File: src/rtl/mac_dot_sequencer.sv
// mac_dot_sequencer: buffers signed operand pairs and sequences them through one mac_unit, returning dot products.
// Define MAC_SEQ_TIMEOUT_EN to add the mac_done watchdog (sticky err_timeout, flush of the stalled vector).
module mac_dot_sequencer #(
    parameter int DEPTH   = 4,
    parameter int CNT_W   = 16,
    parameter int TIMEOUT = 15
) (
    input  logic             clk,
    input  logic             reset,
    input  logic             in_valid,
    output logic             in_ready,
    input  logic [7:0]       in_a,
    input  logic [7:0]       in_b,
    input  logic             in_last,
    output logic             mac_clr,
    output logic             mac_valid,
    output logic [7:0]       mac_a,
    output logic [7:0]       mac_b,
    input  logic             mac_done,
    input  logic [31:0]      mac_y,
    output logic             res_valid,
    input  logic             res_ready,
    output logic [31:0]      res_data,
    output logic [CNT_W-1:0] res_count,
    output logic             err_timeout
);
    localparam int AW = $clog2(DEPTH);
    localparam int CW = AW + 1;

    if (DEPTH < 2 || (DEPTH & (DEPTH - 1)) != 0 || TIMEOUT < 1) begin : g_bad_params
        $error("mac_dot_sequencer: DEPTH must be a power of two >= 2 and TIMEOUT >= 1");
    end

    typedef enum logic [2:0] {IDLE, CLEAR, RECOVER, ISSUE, WAIT, SETTLE, RESULT, FLUSH} state_t;

    state_t           state_q;
    logic [16:0]      mem_q [DEPTH];
    logic [AW-1:0]    wr_ptr_q, rd_ptr_q;
    logic [CW-1:0]    cnt_q, cnt_d;
    logic [CNT_W-1:0] elem_q;
    logic             new_vec_q, in_ready_q, mac_clr_q, mac_valid_q, res_valid_q;
    logic [7:0]       mac_a_q, mac_b_q;
    logic [31:0]      res_data_q;
    logic [CNT_W-1:0] res_count_q;
    logic [16:0]      head;
    logic             push, pop, timeout, flush_pop;

`ifdef MAC_SEQ_TIMEOUT_EN
    localparam int TW = $clog2(TIMEOUT + 1);
    logic [TW-1:0] tmr_q;
    logic          err_q;
    assign timeout     = state_q == WAIT && !mac_done && tmr_q == TW'(TIMEOUT - 1);
    assign flush_pop   = state_q == FLUSH && cnt_q != '0;
    assign err_timeout = err_q;
    always_ff @(posedge clk or posedge reset) begin
        if (reset) begin
            tmr_q <= '0;
            err_q <= 1'b0;
        end else begin
            tmr_q <= state_q == WAIT ? tmr_q + 1'b1 : '0;
            if (timeout) err_q <= 1'b1;
        end
    end
`else
    assign timeout     = 1'b0;
    assign flush_pop   = 1'b0;
    assign err_timeout = 1'b0;
`endif

    // No bypass: a full FIFO refuses a push even when a pop happens in the same cycle.
    assign head  = mem_q[rd_ptr_q];
    assign push  = in_valid && in_ready_q;
    assign pop   = (state_q == WAIT && mac_done) || flush_pop;
    assign cnt_d = cnt_q + CW'(push) - CW'(pop);

    assign in_ready  = in_ready_q;
    assign mac_clr   = mac_clr_q;
    assign mac_valid = mac_valid_q;
    assign mac_a     = mac_a_q;
    assign mac_b     = mac_b_q;
    assign res_valid = res_valid_q;
    assign res_data  = res_data_q;
    assign res_count = res_count_q;

    always_ff @(posedge clk) begin
        if (push) mem_q[wr_ptr_q] <= {in_a, in_b, in_last};
    end

    // Outputs are registered: each pulse is launched on the transition into the state it belongs to.
    always_ff @(posedge clk or posedge reset) begin
        if (reset) begin
            state_q     <= IDLE;
            wr_ptr_q    <= '0;
            rd_ptr_q    <= '0;
            cnt_q       <= '0;
            in_ready_q  <= 1'b0;
            elem_q      <= '0;
            new_vec_q   <= 1'b1;
            mac_clr_q   <= 1'b0;
            mac_valid_q <= 1'b0;
            mac_a_q     <= '0;
            mac_b_q     <= '0;
            res_valid_q <= 1'b0;
            res_data_q  <= '0;
            res_count_q <= '0;
        end else begin
            wr_ptr_q    <= wr_ptr_q + AW'(push);
            rd_ptr_q    <= rd_ptr_q + AW'(pop);
            cnt_q       <= cnt_d;
            in_ready_q  <= cnt_d != CW'(DEPTH);
            mac_clr_q   <= 1'b0;
            mac_valid_q <= 1'b0;
            if (res_valid_q && res_ready) res_valid_q <= 1'b0;
            case (state_q)
                IDLE: begin
                    if (cnt_q != '0 && !res_valid_q) begin
                        state_q   <= new_vec_q ? CLEAR : ISSUE;
                        mac_clr_q <= new_vec_q;
                        if (!new_vec_q) begin
                            mac_valid_q <= 1'b1;
                            mac_a_q     <= head[16:9];
                            mac_b_q     <= head[8:1];
                        end
                    end
                end
                CLEAR: begin
                    state_q   <= RECOVER;
                    elem_q    <= '0;
                    new_vec_q <= 1'b0;
                end
                RECOVER: begin
                    state_q     <= ISSUE;
                    mac_valid_q <= 1'b1;
                    mac_a_q     <= head[16:9];
                    mac_b_q     <= head[8:1];
                end
                ISSUE: state_q <= WAIT;
                WAIT: begin
                    if (mac_done) begin
                        elem_q  <= elem_q == '1 ? elem_q : elem_q + 1'b1;
                        state_q <= head[0] ? SETTLE : IDLE;
                    end else if (timeout) begin
                        state_q <= FLUSH;
                    end
                end
                SETTLE: begin
                    state_q     <= RESULT;
                    res_valid_q <= 1'b1;
                    res_data_q  <= mac_y;
                    res_count_q <= elem_q;
                end
                RESULT: begin
                    state_q   <= IDLE;
                    new_vec_q <= 1'b1;
                end
                FLUSH: begin
                    if (flush_pop && head[0]) begin
                        state_q   <= IDLE;
                        new_vec_q <= 1'b1;
                    end
                end
                default: state_q <= IDLE;
            endcase
        end
    end
endmodule
File: config.mk
export PLATFORM = sky130hd
export DESIGN_NAME = mac_dot_sequencer
export DESIGN_NICKNAME = d
export VERILOG_FILES = /design/src/rtl/mac_dot_sequencer.sv
export SDC_FILE = /design/constraint.sdc
export NUM_CORES = 1
export LEC_CHECK = 0
export BUFFER_PORTS_ARGS = -buffer_cell sky130_fd_sc_hd__buf_4
export CAP_MARGIN = 20
export CORE_UTILIZATION = 45
export DETAILED_ROUTE_END_ITERATION = 10
export PLACE_DENSITY = 0.67
export RECOVER_POWER = 100
export SLEW_MARGIN = 20
export SYNTH_ARGS = -nofsm -noshare
export SYNTH_HDL_FRONTEND = slang
export SYNTH_SLANG_ARGS = --single-unit
File: constraint.sdc
create_clock -name clk -period 3.8 [get_ports clk]
set_clock_uncertainty 0.05 [all_clocks]
set_input_delay 0.57 -clock clk [delete_from_list [all_inputs] [get_ports clk]]
set_output_delay 0.57 -clock clk [all_outputs]
set_load 0.03 [all_outputs]
==> summary.txt, run 1 <==
WORST SETUP PATH
-----------------------------------------------------------------------------------------------------
Cell family with most CP delay                                                           simple AND/OR/NAND/NOR gates
Biggest cell delay along the critical path                                                    0.43 ns
Most numerous cell on the critical path                                                       xnor2_1
Critical Setup Path Class                                                                     reg2reg
Reg2Reg Launch Point                                                                     state_q[0]$_DFFE_PP0P_
Arrival time of the worst setup path                                                          2.75 ns
Crit path buffers/inverters                                                                         1
Worst setup path startpoint                                                              state_q[0]$_DFFE_PP0P_
Startpoint Class                                                                                 flop
Cell-by-cell listing of the critical path                                                nor2_1, nand3_1, xnor2_1, ha_1, inv_1, fa_1, xnor2_1, xnor2_1, nand3b_1
Capturing element type of the critical path                                                      flop
Slowest library cell on the worst path                                                        dfrtp_1
Critical-path maximum fanout                                                                        6
Data required time of the critical path                                                       4.04 ns

SYNTH
-----------------------------------------------------------------------------------------------------
Area leader, netlist                                                                          dfrtp_1
Post-synthesis sequential element count                                                           163
Largest family of logic cells by synthesized area                                        multiplexers
Cell count after synthesis                                                                        398
Number of synthesized flops with an enable pin                                                     68
Syn_area_per_cell                                                                            16.2 µm²
Post-synthesis share of cell area spent on full adders, half adders and majority gates         0.895%
Most common flop cell mapped by yosys                                                         dfrtp_1
Net count of the mapped netlist                                                                   456
Synth top area cells                                                                     dfrtp_1, edfxtp_1, mux2_2
Synth Area in Compound Gates                                                                    4.51%
Top-area cell type share of the netlist area                                                    36.6%
Share of async-settable or async-resettable flops after synthesis                               58.3%
Simple-gate share of the synthesized area                                                       5.45%
Synth Cell Area                                                                              6430 µm²
Library cells used by synthesis                                                                    44
XOR/XNOR Fraction of Synth Area                                                                0.817%
Sequential area share after synthesis                                                           68.7%
Multiplexer share of the synthesized area                                                       17.5%
Count of yosys warnings during synthesis                                                            0

STA
-----------------------------------------------------------------------------------------------------
RSZ-0062 raised after global routing                                                               no
Count of endpoints failing setup in the final report                                                0
Max frequency                                                                                 399 MHz
Final-report max-slew violation count                                                              51
Minimum clock period after layout                                                             2.51 ns
Hold slack final                                                                             0.279 ns
Worst relative slew slack                                                                      -51.8%
Post-route fraction of the period consumed by the critical path                                 66.0%
Final Hold Fails                                                                                    0
Transition time at the pin with the least slew margin                                         2.26 ns
Setup Total Neg Slack                                                                            0 ns

PLACE
-----------------------------------------------------------------------------------------------------
Instance area after placement                                                                7550 µm²
Total half-perimeter wirelength after legalization and detailed placement                     7860 µm
Placer Congestion                                                                               0.799
Count of port buffers added during placement                                                      121

GRT
-----------------------------------------------------------------------------------------------------
Antenna violations before repair                                                                    0
Number of global-route vias before repair                                                        3720
Global-route congestion overflow total                                                              0
Wire length of the first global-routing pass                                                 18900 µm
Overall Global Routing Usage                                                                    17.3%
Maximum number of pins on one net before global-route repair                                       51

PWR
-----------------------------------------------------------------------------------------------------
Standby leakage power                                                                         3.06 nW
Worst vdd rail ir drop                                                                     0.000431 V
Power per Cell Area                                                                        840 nW/µm²
Total power draw                                                                              6.52 mW

CLOCK NETWORK
-----------------------------------------------------------------------------------------------------
H-tree lvl count                                                                                    4
CTS hold repair buffers                                                                             0
Buffers inserted by post-CTS timing repair                                                          0
Clock Root Buffer                                                                           clkbuf_16
Skew-Pair Late Insertion Delay                                                                0.42 ns
TritonCTS clock tree                                                                            built
Clock Path Buffers                                                                                  2
Number of sinks handled by clock tree synthesis                                                   163
Number of clock buffers inserted by TritonCTS                                                      17
Register clock-pin slew on the reported worst setup and hold paths                            0.06 ns
# resized after CTS                                                                                 0

MIN PATH
-----------------------------------------------------------------------------------------------------
Hold Path Origin                                                                            res_ready
Path class of the lowest-slack min-delay path                                                  in2reg

FINAL LAYOUT
-----------------------------------------------------------------------------------------------------
Highest-count cells in the layout ignoring fill and taps                                 clkbuf_1, dfrtp_1, edfxtp_1
Fraction of final layout cells sized beyond drive strength 1                                    26.4%
Relative area change from synthesis to final layout                                             20.6%
Number of diodes added for antenna fixing                                                           0
Final design instance area without fill                                                      7750 µm²
Nets@finish                                                                                       587

RUN STATUS
-----------------------------------------------------------------------------------------------------
Violated checks                                                                          capacitance limit, slew limit
Run status                                                                               finished with violations

DIE
-----------------------------------------------------------------------------------------------------
Die width                                                                                      122 µm
Core Area                                                                                   13900 µm²
Cell Rows                                                                                          43
Initial standard-cell utilization of the core                                                   46.1%
Area of the die                                                                             14800 µm²
Ports placed on the boundary                                                                      123
Y dimension of the die                                                                         122 µm

RUN
-----------------------------------------------------------------------------------------------------
Number of max-cap violations                                                                        1

ROUTING
-----------------------------------------------------------------------------------------------------
Vias after detailed routing                                                                      3724
Final routed DRC violation total                                                                    0
Average wire per cell in the routed design                                                    16.7 µm
ANT nets after route                                                                                0
DRC marker count from the first detailed-route iteration                                          119
Pre-Repair DR Iteration Count                                                                       4
Routed wire length                                                                           12100 µm
Vias per cell                                                                                    5.16

## synthesized netlist by cell type, types with 2 or more instances
master	number
dfrtp_1	94
o21ai_0	17
buf_2	10
o21ai_1	12
clkbuf_1	2
nor3b_1	2
nand2_1	22
ha_1	3
mux2_4	9
nand3_1	8
nor2_1	16
mux2_2	54
mux4_2	17
nor3_1	2
o31ai_1	6
buf_4	3
a31oi_1	4
nand4_1	4
inv_1	10
and3_1	3
xnor2_1	5
a21oi_1	6
edfxtp_1	68
## report_power, final
group	switching [mW]	leakage [nW]	total, mW	internal, mW
Combinational	1.27	0.951	2.05	0.785
Sequential	0.318	1.80	2.68	2.36
Clock	0.648	0.305	1.78	1.13
## cell type report
class                   count  area, µm²
fillers                  1209       6180
flip-flops and latches    163       4420
multi-input cells         209       1830
repair buffers            128        623
clock buffers              23        468
well taps                 180        225
clock inverters             9        153
inverters                  10       38.8
## cells by family after synthesis
family,Yosys count
simple gates,68
mux,80
flops,163
fa+ha+maj,4
buf+inv,26
xor+xnor,6
other cells,1
compound gates,50
## worst paths after layout
check                                      endpoint  cells past startpoint  slack (ns)
min in group asynchronous      mac_b[6]$_DFFE_PP0P_                      2        0.71
max reg2reg                      in_ready$_DFF_PP0_                      9        1.29
max in group asynchronous  res_count[6]$_DFFE_PP0P_                      3        1.41
min                           res_valid$_DFFE_PP0P_                      2        0.28
min reg2reg                res_count[7]$_DFFE_PP0P_                      2        0.43
max                              in_ready$_DFF_PP0_                      9        1.29
## routing by layer
metal  global-route usage [%]  part of all wire, %
met1                     21.3                   43
met2                     28.4                   49
met3                     5.10                  6.6
met4                     7.33                  1.4
met5                        0                    0
## registers in the layout, summed over array words and instances, names as in the netlist
register,flops
mem_q,68
res_data,32
elem_q,16
res_count,16
mac_a,8
mac_b,8
cnt_q,3
state_q,3
rd_ptr_q,2
wr_ptr_q,2
in_ready,1
mac_clr,1
mac_valid,1
new_vec_q,1
res_valid,1
## per-stage QoR
stage               setup slack [ns]  instances  utilization, %
finish                          1.29        722            55.6
global route                   0.924        722            55.6
CTS                             1.36        722            58.6
detailed placement              1.35        690            54.2
global placement                1.47        690            54.2
floorplan                      0.705        398               -
No activity file was read; power rests on OpenSTA's default activity.
==> run 2, diff against run 1 <==
ABC_AREA = 1   (was not set)
PLACE_DENSITY = 0.69   (was 0.67)
clock period = 2.3 ns   (was 3.8 ns; I/O delays follow)
==> run 2 against run 1 <==
Effect of this change: the flow now finishes without violations; cell count rose by 29%; routed wire length rose by 19%; clock power rose by 56%; global-route usage rose by 2.7 points; critical path depth rose by 2; worst hold slack got worse by 0.22 ns; setup slack got worse by 1.1 ns; die area rose by 3.3%; critical path type unchanged; critical endpoint is now cnt_q[2]$_DFF_PP0_.
==> summary.txt, run 2 <==
WORST SETUP PATH
----------------------------------------------------------------------------------------
Cell-by-cell listing of the critical path                                   nor2_2, nand2_2, inv_2, nand2_4, xor2_1, ha_1, inv_1, fa_1, xnor2_1, xnor2_1, buf_4
Slowest library cell on the worst path                                           dfrtp_1
Arrival time of the worst setup path                                             2.42 ns   -0.33 ns
Critical-path maximum fanout                                                           5   -1
Data required time of the critical path                                          2.56 ns   -1.48 ns
Startpoint Class                                                                    flop
Biggest cell delay along the critical path                                       0.42 ns   about the same
Most numerous cell on the critical path                                          xnor2_1
Cell family with most CP delay                                               adder cells
Capturing element type of the critical path                                         flop
Crit path buffers/inverters                                                            3   +2
Critical Setup Path Class                                                        reg2reg

GRT
----------------------------------------------------------------------------------------
Antenna violations before repair                                                       0   unchanged
Maximum number of pins on one net before global-route repair                          69   +35%
Met3 capacity usage during global routing                                          4.24%   -0.86 points
Most heavily used metal layer in global routing                                     met2
Number of global-route vias before repair                                           4795   +29%
Met2 Track Usage GR                                                                33.8%   +5.4 points
Met1 track demand over resource in global routing                                  24.7%   +3.4 points
Wire length of the first global-routing pass                                    23000 µm   +21%
Overall Global Routing Usage                                                       20.0%   +2.7 points
Global-route congestion overflow total                                                 0   unchanged

CLOCK NETWORK
----------------------------------------------------------------------------------------
Register clock-pin slew on the reported worst setup and hold paths               0.06 ns   about the same
Skew-Pair Late Insertion Delay                                                   0.42 ns   about the same
Clock Root Buffer                                                              clkbuf_16
Clock Path Buffers                                                                     2   unchanged
TritonCTS clock tree                                                               built
Number of sinks handled by clock tree synthesis                                      163   unchanged
Number of clock buffers inserted by TritonCTS                                         17   unchanged
H-tree lvl count                                                                       4   unchanged

SYNTH
----------------------------------------------------------------------------------------
Post-synthesis sequential element count                                              163   unchanged
Synth Cell Area                                                                 6650 µm²   +3.4%
Syn_area_per_cell                                                               11.2 µm²   -31%
Area leader, netlist                                                             dfrtp_1
Net count of the mapped netlist                                                      652   +43%
Commonest cells post-synth                                                  nand2_1, dfrtp_1, edfxtp_1, nor2_1, o21ai_0
Library cells used by synthesis                                                       33   -25%
Cell count after synthesis                                                           594   +49%
Number of synthesized flops with an enable pin                                        68   unchanged
Top-area cell type share of the netlist area                                       35.4%   -1.2 points
Count of yosys warnings during synthesis                                               0   unchanged
Most common flop cell mapped by yosys                                            dfrtp_1
Share of async-settable or async-resettable flops after synthesis                  58.3%   unchanged
Synth top area cells                                                        dfrtp_1, edfxtp_1, nand2_1
Most common cell in the netlist                                                  nand2_1
Sequential area share after synthesis                                              66.5%   -2.2 points

FINAL LAYOUT
----------------------------------------------------------------------------------------
Final design instance area without fill                                         8090 µm²   +4.3%
Highest-count cells in the layout ignoring fill and taps                    nand2_1, dfrtp_1, clkbuf_1
Nets@finish                                                                          790   +35%
Fraction of final layout cells sized beyond drive strength 1                       17.7%   -8.7 points
Leading cell type in the layout, fill and taps excluded                          nand2_1
Largest Register                                                                   mem_q
Number of diodes added for antenna fixing                                              0   unchanged
Relative area change from synthesis to final layout                                21.7%
Largest register FFs                                                                  68   unchanged

PLACE
----------------------------------------------------------------------------------------
Count of port buffers added during placement                                         121   unchanged
Placer Congestion                                                                  0.865   +8.3%
Instance area after placement                                                   7860 µm²   +4.1%
Total half-perimeter wirelength after legalization and detailed placement        9480 µm   +21%

STA
----------------------------------------------------------------------------------------
Final Hold Fails                                                                       0   unchanged
Max frequency                                                                    464 MHz   +16%
Count of endpoints failing setup in the final report                                   0   unchanged
Post-route fraction of the period consumed by the critical path                    93.6%   +28 points
Final-report max-slew violation count                                                  0   -100%
RSZ-0062 raised after global routing                                                  no
Transition time at the pin with the least slew margin                            1.42 ns   -0.843 ns
Hold slack final                                                               0.0577 ns   -0.222 ns
Minimum clock period after layout                                                2.15 ns   -0.355 ns
Worst relative slew slack                                                          5.25%   +57 points

DIE
----------------------------------------------------------------------------------------
Area of the die                                                                15300 µm²   +3.3%
Die width                                                                         124 µm   +1.6%
Ports placed on the boundary                                                         123   unchanged
Initial standard-cell utilization of the core                                      45.9%   -0.24 points
Core Area                                                                      14500 µm²   +3.9%
Cell Rows                                                                             44   +2.3%
Y dimension of the die                                                            124 µm   +1.6%

ROUTING
----------------------------------------------------------------------------------------
ANT nets after route                                                                   0   unchanged
Vias after detailed routing                                                         4705   +26%
Pre-Repair DR Iteration Count                                                          4   unchanged
Routed wire length                                                              14400 µm   +19%
Final routed DRC violation total                                                       0   unchanged
Average wire per cell in the routed design                                       15.5 µm   -7.3%
DRC marker count from the first detailed-route iteration                             316   +170%
Vias per cell                                                                       5.06   -1.8%

PWR
----------------------------------------------------------------------------------------
Total power draw                                                                 6.94 mW   +6.5%
Power per Cell Area                                                           858 nW/µm²   +2.1%
Worst vdd rail ir drop                                                        0.000547 V   +27%
Standby leakage power                                                            3.38 nW   +10%

RUN STATUS
----------------------------------------------------------------------------------------
Run status                                                                  finished, final reports clean

MIN PATH
----------------------------------------------------------------------------------------
Path class of the lowest-slack min-delay path                                     in2reg

RUN
----------------------------------------------------------------------------------------
Number of max-cap violations                                                           0   -1

run 2: cell count changes after synthesis, sizes merged, moves of 8 or more:
cell / before / now
o21ai: 29 / 57
inv: 10 / 33
o22ai: 0 / 16
nand3: 9 / 17
mux2: 63 / 37
mux4: 17 / 0
nor2: 17 / 67
clkbuf: 2 / 10
nand2: 23 / 146
nor3: 3 / 12
run 2: worst paths after layout:
kind | from | endpoint | slack (ns) | cells after the start
worst max register to register | state_q[0]$_DFFE_PP0P_ | cnt_q[2]$_DFF_PP0_ | 0.15 | 11
worst max-delay path | state_q[0]$_DFFE_PP0P_ | cnt_q[2]$_DFF_PP0_ | 0.15 | 11
max in group asynchronous | reset | res_data[31]$_DFFE_PP0P_ | 0.42 | 4
worst min register to register | res_count[11]$_DFFE_PP0P_ | res_count[11]$_DFFE_PP0P_ | 0.44 | 2
worst min-delay path | res_ready | res_valid$_DFFE_PP0P_ | 0.06 | 2
min in group asynchronous | reset | elem_q[1]$_DFFE_PP0P_ | 0.81 | 4
run 2: repair_timing:
action,in CTS,in global routing
setup endpoints to repair,0,1
hold endpoints to repair,44,0
hold buffers,1,0
setup buffers,0,2
gates resized for setup,0,3
run 2: logic make-up after synthesis:
logic type | count (synthesis) | share of synthesized area, %
AO/OA/AOI/OAI | 82 | 7.00
XOR/XNOR | 7 | 0.922
adder cells (fa/ha/maj) | 4 | 0.866
buffers and inverters | 55 | 3.48
flip-flops | 163 | 66.5
multiplexers | 37 | 6.27
other | 1 | 0.0564
AND/OR/NAND/NOR | 245 | 14.9
run 2: per-stage QoR:
stage	utilization, %	TNS (ns)	setup slack (ns)	std cells
final	55.9	0	0.146	929
after global routing	55.9	0	0.00209	929
after CTS	58.4	0	0.118	927
after detailed placement	54.3	0	0.130	894
after global placement	54.3	0	0.240	894
after floorplan	-	-5.17	-0.0760	594
run 2: report_power, final:
group	internal (mW)	switching, mW
Combinational	0.236	0.439
Sequential	3.37	0.110
Clock	1.66	1.13
Total	5.26	1.68
run 2: final cells by class:
cell class	instances	area (µm²)
flip-flops and latches	163	4420
inverters	34	129
well taps	184	230
clock inverters	12	131
fillers	1277	6390
repair buffers	140	726
clock buffers	20	457
multi-input cells	376	2000
run 2: routing by layer:
| layer | vias up | share of wire [%] |
|---|---|---|
| met5 | - | 0 |
| met4 | 0 | 1.7 |
| met3 | 20 | 4.8 |
| met2 | 124 | 49 |
| met1 | 2283 | 44 |
| li1 | 2278 | - |
